**src/rtl/dcache_port_arbiter.sv**
```systemverilog
// rtl/dcache_port_arbiter.sv - two-slot D-cache request port arbiter with in-order response steering
// Optional performance counters: define DCACHE_ARB_PERF_EN.
module dcache_port_arbiter #(
   parameter int OUTSTANDING = 2
) (
   input  logic              clk,
   input  logic              rst,
   input  logic              flush,
   input  logic [1:0]        req_valid_i,
   input  logic [1:0]        req_we_i,
   input  logic [1:0][31:0]  req_addr_i,
   input  logic [1:0][3:0]   req_wstrb_i,
   input  logic [1:0][31:0]  req_wdata_i,
   input  logic [1:0]        req_uncached_i,
   output logic [1:0]        req_ready_o,
   output logic [1:0]        resp_data_ok_o,
   output logic [1:0][31:0]  resp_rdata_o,
   output logic              cache_valid_o,
   output logic              cache_we_o,
   output logic [31:0]       cache_addr_o,
   output logic [3:0]        cache_wstrb_o,
   output logic [31:0]       cache_wdata_o,
   output logic              cache_uncached_o,
   input  logic              cache_addr_ok_i,
   input  logic              cache_data_ok_i,
   input  logic [31:0]       cache_rdata_i,
   output logic [31:0]       perf_conflict_o,
   output logic [31:0]       perf_full_o,
   output logic [31:0]       perf_killed_o
);

   localparam int AW = (OUTSTANDING > 1) ? $clog2(OUTSTANDING) : 1;
   localparam logic [AW:0] DEPTH = (AW+1)'(OUTSTANDING);

   // ID FIFO: which slot issued each outstanding request, and whether it was flushed
   logic [OUTSTANDING-1:0] fifo_id;
   logic [OUTSTANDING-1:0] fifo_kill;
   logic [AW-1:0]          wr_ptr;
   logic [AW-1:0]          rd_ptr;
   logic [AW:0]            count;

   logic                   lock_valid;
   logic                   lock_id;

   logic                   full;
   logic                   empty;
   logic                   grant_en;
   logic                   grant_id;
   logic                   accept;
   logic                   pop;
   logic                   head_id;
   logic                   head_kill;
   logic                   deliver;
   logic                   kill_pop;

   assign full      = (count == DEPTH);
   assign empty     = (count == '0);
   assign head_id   = fifo_id[rd_ptr];
   assign head_kill = fifo_kill[rd_ptr];

   // Full blocks the grant even when a pop frees a slot this cycle: keeps addr_ok off the pop path
   always_comb begin
      grant_en = 1'b0;
      grant_id = 1'b0;
      if (!rst && !flush && !full) begin
         if (lock_valid) begin
            grant_en = 1'b1;
            grant_id = lock_id;
         end else if (req_valid_i[0]) begin
            grant_en = 1'b1;
            grant_id = 1'b0;
         end else if (req_valid_i[1]) begin
            grant_en = 1'b1;
            grant_id = 1'b1;
         end
      end
   end

   always_comb begin
      cache_valid_o    = 1'b0;
      cache_we_o       = 1'b0;
      cache_addr_o     = 32'h0;
      cache_wstrb_o    = 4'h0;
      cache_wdata_o    = 32'h0;
      cache_uncached_o = 1'b0;
      if (grant_en) begin
         cache_valid_o    = req_valid_i[grant_id];
         cache_we_o       = req_we_i[grant_id];
         cache_addr_o     = req_addr_i[grant_id];
         cache_wstrb_o    = req_wstrb_i[grant_id];
         cache_wdata_o    = req_wdata_i[grant_id];
         cache_uncached_o = req_uncached_i[grant_id];
      end
   end

   assign accept = cache_valid_o & cache_addr_ok_i;

   always_comb begin
      req_ready_o = 2'b00;
      if (accept) begin
         req_ready_o[grant_id] = 1'b1;
      end
   end

   // A pop in the flush cycle belongs to a request being killed, so it is swallowed too
   assign pop      = !rst & cache_data_ok_i & !empty;
   assign deliver  = pop & !head_kill & !flush;
   assign kill_pop = pop & (head_kill | flush);

   always_comb begin
      resp_data_ok_o = 2'b00;
      resp_rdata_o   = '0;
      if (deliver) begin
         resp_data_ok_o[head_id] = 1'b1;
         resp_rdata_o[head_id]   = cache_rdata_i;
      end
   end

   always_ff @(posedge clk or posedge rst) begin
      if (rst) begin
         fifo_id   <= '0;
         fifo_kill <= '0;
         wr_ptr    <= '0;
         rd_ptr    <= '0;
         count     <= '0;
      end else begin
         if (accept) begin
            fifo_id[wr_ptr]   <= grant_id;
            fifo_kill[wr_ptr] <= 1'b0;
            wr_ptr            <= wr_ptr + 1'b1;
         end
         if (pop) begin
            rd_ptr <= rd_ptr + 1'b1;
         end
         // No grant happens during flush, so marking every entry never hits a fresh push
         if (flush) begin
            fifo_kill <= '1;
         end
         case ({accept, pop})
            2'b10:   count <= count + 1'b1;
            2'b01:   count <= count - 1'b1;
            default: count <= count;
         endcase
      end
   end

   // Lock pins the grant to the stalled slot so the cache never sees a request vanish
   always_ff @(posedge clk or posedge rst) begin
      if (rst) begin
         lock_valid <= 1'b0;
         lock_id    <= 1'b0;
      end else if (flush) begin
         lock_valid <= 1'b0;
      end else if (cache_valid_o && !cache_addr_ok_i) begin
         lock_valid <= 1'b1;
         lock_id    <= grant_id;
      end else if (accept) begin
         lock_valid <= 1'b0;
      end
   end

`ifdef DCACHE_ARB_PERF_EN
   logic [31:0] conflict_cnt;
   logic [31:0] full_cnt;
   logic [31:0] killed_cnt;
   logic        conflict_ev;
   logic        full_ev;

   assign conflict_ev = &req_valid_i;
   assign full_ev     = (|req_valid_i) & full;

   always_ff @(posedge clk or posedge rst) begin
      if (rst) begin
         conflict_cnt <= '0;
         full_cnt     <= '0;
         killed_cnt   <= '0;
      end else begin
         if (conflict_ev && conflict_cnt != 32'hFFFF_FFFF) begin
            conflict_cnt <= conflict_cnt + 32'd1;
         end
         if (full_ev && full_cnt != 32'hFFFF_FFFF) begin
            full_cnt <= full_cnt + 32'd1;
         end
         if (kill_pop && killed_cnt != 32'hFFFF_FFFF) begin
            killed_cnt <= killed_cnt + 32'd1;
         end
      end
   end

   assign perf_conflict_o = conflict_cnt;
   assign perf_full_o     = full_cnt;
   assign perf_killed_o   = killed_cnt;
`else
   logic unused_perf;
   assign unused_perf     = kill_pop;
   assign perf_conflict_o = 32'h0;
   assign perf_full_o     = 32'h0;
   assign perf_killed_o   = 32'h0;
`endif

endmodule
```
**config.mk**
```make
export PLATFORM = sky130hd
export DESIGN_NAME = dcache_port_arbiter
export DESIGN_NICKNAME = d
export VERILOG_FILES = /design/src/rtl/dcache_port_arbiter.sv
export SDC_FILE = /design/constraint.sdc
export NUM_CORES = 1
export LEC_CHECK = 0
export BUFFER_PORTS_ARGS = -buffer_cell sky130_fd_sc_hd__clkbuf_2
export CAP_MARGIN = 25
export CELL_PAD_IN_SITES_DETAIL_PLACEMENT = 1
export CELL_PAD_IN_SITES_GLOBAL_PLACEMENT = 2
export CORE_AREA = 2 2 160 162
export DETAILED_ROUTE_END_ITERATION = 6
export DIE_AREA = 0 0 162 164
export PLACE_DENSITY_LB_ADDON = 0.1
export SYNTH_ARGS = -nofsm -noshare
export SYNTH_HDL_FRONTEND = slang
export SYNTH_SLANG_ARGS = --single-unit
```
**constraint.sdc**
```tcl
create_clock -name clk -period 3.9 [get_ports clk]
set_input_delay 0.585 -clock clk [delete_from_list [all_inputs] [get_ports clk]]
set_output_delay 0.585 -clock clk [all_outputs]
set_load 0.03 [all_outputs]
```
; ---- After elaboration in Yosys (flattened, before gate mapping)
; Index checks and enable logic that the tools add are counted.
[classes]
n_shift = 0
n_lt_le_gt_ge = 7
mul = 0
n_reduce_logical = 17
n_eq_ne = 3
add_sub_neg = 4
n_mux = 47
bitwise_logic = 9
div_mod_pow = 0
[op_table]
columns = operator, count
row1 = $mux W32, 7
row2 = $and A64 B64 Y64, 1
row3 = $mux W64, 1
row4 = $demux W32 S1, 1
row5 = $mux W1, 26
row6 = $mux W4, 3
row7 = $lt A1 B2 Y1 const B, 4
row8 = $mux W2, 4
row9 = $logic_and A1 B1 Y1, 6
row10 = $logic_not A1 Y1, 6
row11 = $and A1 B1 Y1, 5
row12 = $eq A2 B2 Y1 const B, 2
row13 = $pmux W2 S2, 1
row14 = $reduce_bool A2 Y1, 2
row15 = $demux W1 S1, 3
row16 = $ge A1 B1 Y1 const B, 3
row17 = $reduce_bool A3 Y1, 1
row18 = $add A1 B1 Y1 const B, 2
row19 = $add A2 B1 Y2 const B, 1
row20 = $and A2 B2 Y2, 1
row21 = $bwmux W2, 1
row22 = $eq A2 B1 Y1 const B, 1
row23 = $logic_not A2 Y1, 1
row24 = $not A2 Y2, 1
row25 = other kinds (3), 3
[totals]
latchBits = 0
reg_bits = 10
rom_bits = 0
wordCells = 94
mem_count = 0
ramBits = 0
out_inout_bits = 235
in_bits = 179

; ---- Longest topological paths before layout
[depth]
depth_word = 11
depth_mapped = 8
depth_no_buf = 7

; ---- Worst setup path after synthesis
; OpenSTA, ideal clock, no wires.
[synth_timing]
kind = in2out
start = input port rst
end = output port resp_rdata_o[23] (netlist bit)
path_buffers = 1
setup_slack_ns = 1.174
path_stages = 5
arrival_time_ns = 2.141
required_ns = 3.315
cell_sequence = inv_1 > o211ai_2 > nor4_4 > buf_2 > and2_1
[synth_lines]
columns = element, line_no
row1 = from (decl), 7  ; input logic rst,
row2 = to (decl), 17  ; output logic [1:0][31:0] resp_rdata_o,

; ---- Worst setup path after layout
[layout_timing]
start = register count[0]
end = output port cache_addr_o[1]
[layout_between]
elab_chain_len = 7
word_cells_on_any_way = 8
cone_classes = 1 x eq/ne / 5 x mux / 2 x reduce/logical
[layout_rtl]
columns = element, line_no
row1 = from (decl), 40  ; logic [AW:0] count;
row2 = from (signal assigned), 140  ; 2'b10: count <= count + 1'b1;
row3 = from (signal assigned), 141  ; 2'b01: count <= count - 1'b1;
row4 = from (signal assigned), 142  ; default: count <= count;
row5 = $eq A2 B2 Y1 (*), 56  ; assign full = (count == DEPTH);
row6 = $logic_not A1 Y1 (*), 65  ; if (!rst && !flush && !full) begin
row7 = $logic_and A1 B1 Y1 (*), 65
row8 = $mux W1, 65
row9 = $mux W32 (implied by the code) (2 in a row), 89  ; cache_addr_o = req_addr_i[grant_id];
row10 = $mux W32 (*), 86  ; if (grant_en) begin
row11 = to (decl), 20  ; output logic [31:0] cache_addr_o,
; Every way passes the cells marked *; elsewhere a longest branch is shown, timed or not. The select of a mux whose other input is x is not followed.

==> metrics.txt <==
post-synthesis xor/xnor area fraction 1.86%; vias in the first global route 3847; CTS tree built; ranking of synthesized cells by area buf_4, nand2_1, and2_1, a21oi_1, dfrtp_1; TritonCTS Buffers 3; Fin Setup TNS 0 ns; Slew Viols, Final 0; first-pass GRT wire length around 21000 um; row cnt 58; io pins 414; area occupied by multi-input gates 2010 um^2; cells along the critical path or2b_2, and3_1, o31ai_4, buf_4, a21oi_1, clkbuf_2; final period utilization between 70 and 80%; post-cts resize count 0; Seq/Total Area, Yosys under 10%; Inst Count DP 1078; main flop type after synthesis dfrtp_1; dpl hpwl 12600 um; largest family of logic cells by synthesized area simple AND/OR/NAND/NOR gates; commonest cells in the netlist nand2_1, buf_4, a21oi_1, and2_1, buf_2; number of enable flip-flop cells after synthesis 0; simple-gate share of the synthesized area 38.7%; Mapped Area roughly 2800 um^2; Post-Route WL approximately 15000 um; DR vias about 3800; Die X 162 um; grt ovf 0; Die ar. 26600 um^2; antenna violations before repair 0; Synth async-reset ratio between 90% and 100%; Final Hold Viols 0; multiplexer share of the synthesized area 1.63%; peak supply drop 110 uV; status finished clean; RSZ-0062 raised after global routing no; Crit Path Class flip-flop to output pin; CP max stage delay 0.62 ns; Root Driver clkbuf_16; Total Nets Final 933; Layout fillers about 3200; Worst Setup End Kind output pin; min Tclk post-route 3.07 ns; top-count cell post-synth nand2_1; Place WS 0.826 ns; Total Routing Usage GR 9.99%; drt pass-1 iters 3; H-tree Lvls 1; CP required 3.31 ns; slew margin rel. 45.8%; register area approximately 250 um^2; clk buf depth 2; Slew @ Worst Pin about 0.81 ns; vias per std cell 3.48; clk_skew about 0.0025 ns; hold slack 0.311 ns; Leak Pwr between 2 and 3 nW; gp weighted congestion 0.830; Pwr Density 232 nW/um^2; Final ANT Viol Nets 0; R2R Setup Slk roughly 1.8 ns; post-synthesis cell type count 33; CP max FO 70; final setup fails 0; RR Startpoint count[1]; DIE HEIGHT 164 um; Starting Density 11.1%; share of cells above drive strength 1 45.7%; setup bufs post-CTS 0; Post-Layout Cell Count between 1000 and 1500; Max-Cap Viols 0; Max Clock Freq approximately 330 MHz; critical path launch point type flip-flop; synthesized instance count 453; Yosys top cell area share 26.1%; Reg-to-Reg End count[1]; Worst Path Arrival 2.49 ns; largest net degree at the start of global routing 71; final critical-path setup slack 0.828 ns; Sink Count 10; fraction of the mapped netlist area in adder cells less than 1%; Area growth, synth to finish 60.6%; Yosys reg bits 10; Synth area leader buf_4; worst r2r path cells 6; worst min path class input pin to asynchronous set/reset pin; iteration-0 DRC count of the detailed router 74; Ys Warns 0; compound-cell area share of the yosys netlist 16.2%; Post-route DRC 0; IO Port Bufs between 300 and 400; slowest CP cell buf_4; CTS Hold Buffers Added 0; antenna cell count 0; Worst-path clk slew 0.04 ns; Pwr Total 1.03 mW; syn avg cell area ~6.1 um^2; Core ar. 24800 um^2; clock latency on the worst-skew pair 0.23 ns; WL/cell 13.6 um
[cell type report]
cell class	count	area share, %
multi-input cells	408	45.2
repair buffers	325	37.7
well taps	330	9.31
flip-flops and latches	10	5.64
clock buffers	3	1.69
inverters	5	0.423
[critical path, delay by kind of cell (launching register included)]
kind                   cells  cell delay (ns)
AOI/OAI and AO/OA          2             0.29
DFF                        1             0.42
and+or+nand+nor            2             0.59
buffers and inverters      2             0.87
[worst max-delay path by stage]
| stage | start | to | slack [ns] | cells past startpoint |
|---|---|---|---|---|
| 4_1_cts | count[0] | cache_addr_o[1] | 0.80 | 6 |
| 5_1_grt | lock_valid | cache_addr_o[25] | 0.67 | 6 |
| 2_1_floorplan | rst | resp_rdata_o[23] | 1.17 | 5 |
| 3_3_place_gp | rst | resp_rdata_o[31] | 0.87 | 8 |
| 6_report | count[0] | cache_addr_o[1] | 0.83 | 6 |
| 3_5_place_dp | rst | cache_addr_o[1] | 0.83 | 7 |
[sequential cells by signal, summed over array words and instances, names as in the netlist]
| register | count |
|---|---|
| count | 2 |
| fifo_id | 2 |
| fifo_kill | 2 |
| lock_id | 1 |
| lock_valid | 1 |
| rd_ptr | 1 |
| wr_ptr | 1 |
[per-layer routing]
| metal | global-route usage [%] | vias up | part of all wire, % | wire [um] |
|---|---|---|---|---|
| li1 | - | 1833 | - | - |
| met1 | 10.4 | 1686 | 36 | 5340 |
| met2 | 20.2 | 241 | 53 | 7830 |
| met3 | 2.93 | 6 | 9.9 | 1450 |
| met4 | 0.965 | 0 | 0.47 | 69 |
| met5 | 0 | - | 0 | 0 |
[layout by cell type, fill, tap and decap left out, drive strengths merged, types with 4 or more instances in the layout]
cell type  Yosys  layout
a21oi         72      72
and2          65      65
buf          120       8
clkbuf         5     320
conb           1      96
dfrtp         10      10
inv            5       5
mux2           4       4
nand2        142     142
nor2           5       5
xnor2          4       4
[cell families (layout without fill, tap and decap cells)]
logic type,Yosys count,in the layout
simple gates,222,222
buf+inv,130,333
xor+xnor,5,5
mux,4,4
compound gates,80,80
other cells,1,96
fa+ha+maj,1,1
flops,10,10
[through the flow]
stage / cell area [um^2] / util [%]
after floorplan: 3120 / -
after global placement: 4360 / 17.6
after detailed placement: 4360 / 17.6
after CTS: 4440 / 17.9
after global routing: 4440 / 17.9
final: 4440 / 17.9
[where the power goes]
part	total, mW	switching [mW]	leakage, nW	internal, mW
registers	0.169	0.0350	0.120	0.134
logic	0.682	0.478	2.51	0.204
clock network	0.178	0.0452	0.0370	0.133
total	1.03	0.558	2.67	0.471
Note: power is estimated with default switching activity, not from simulation.
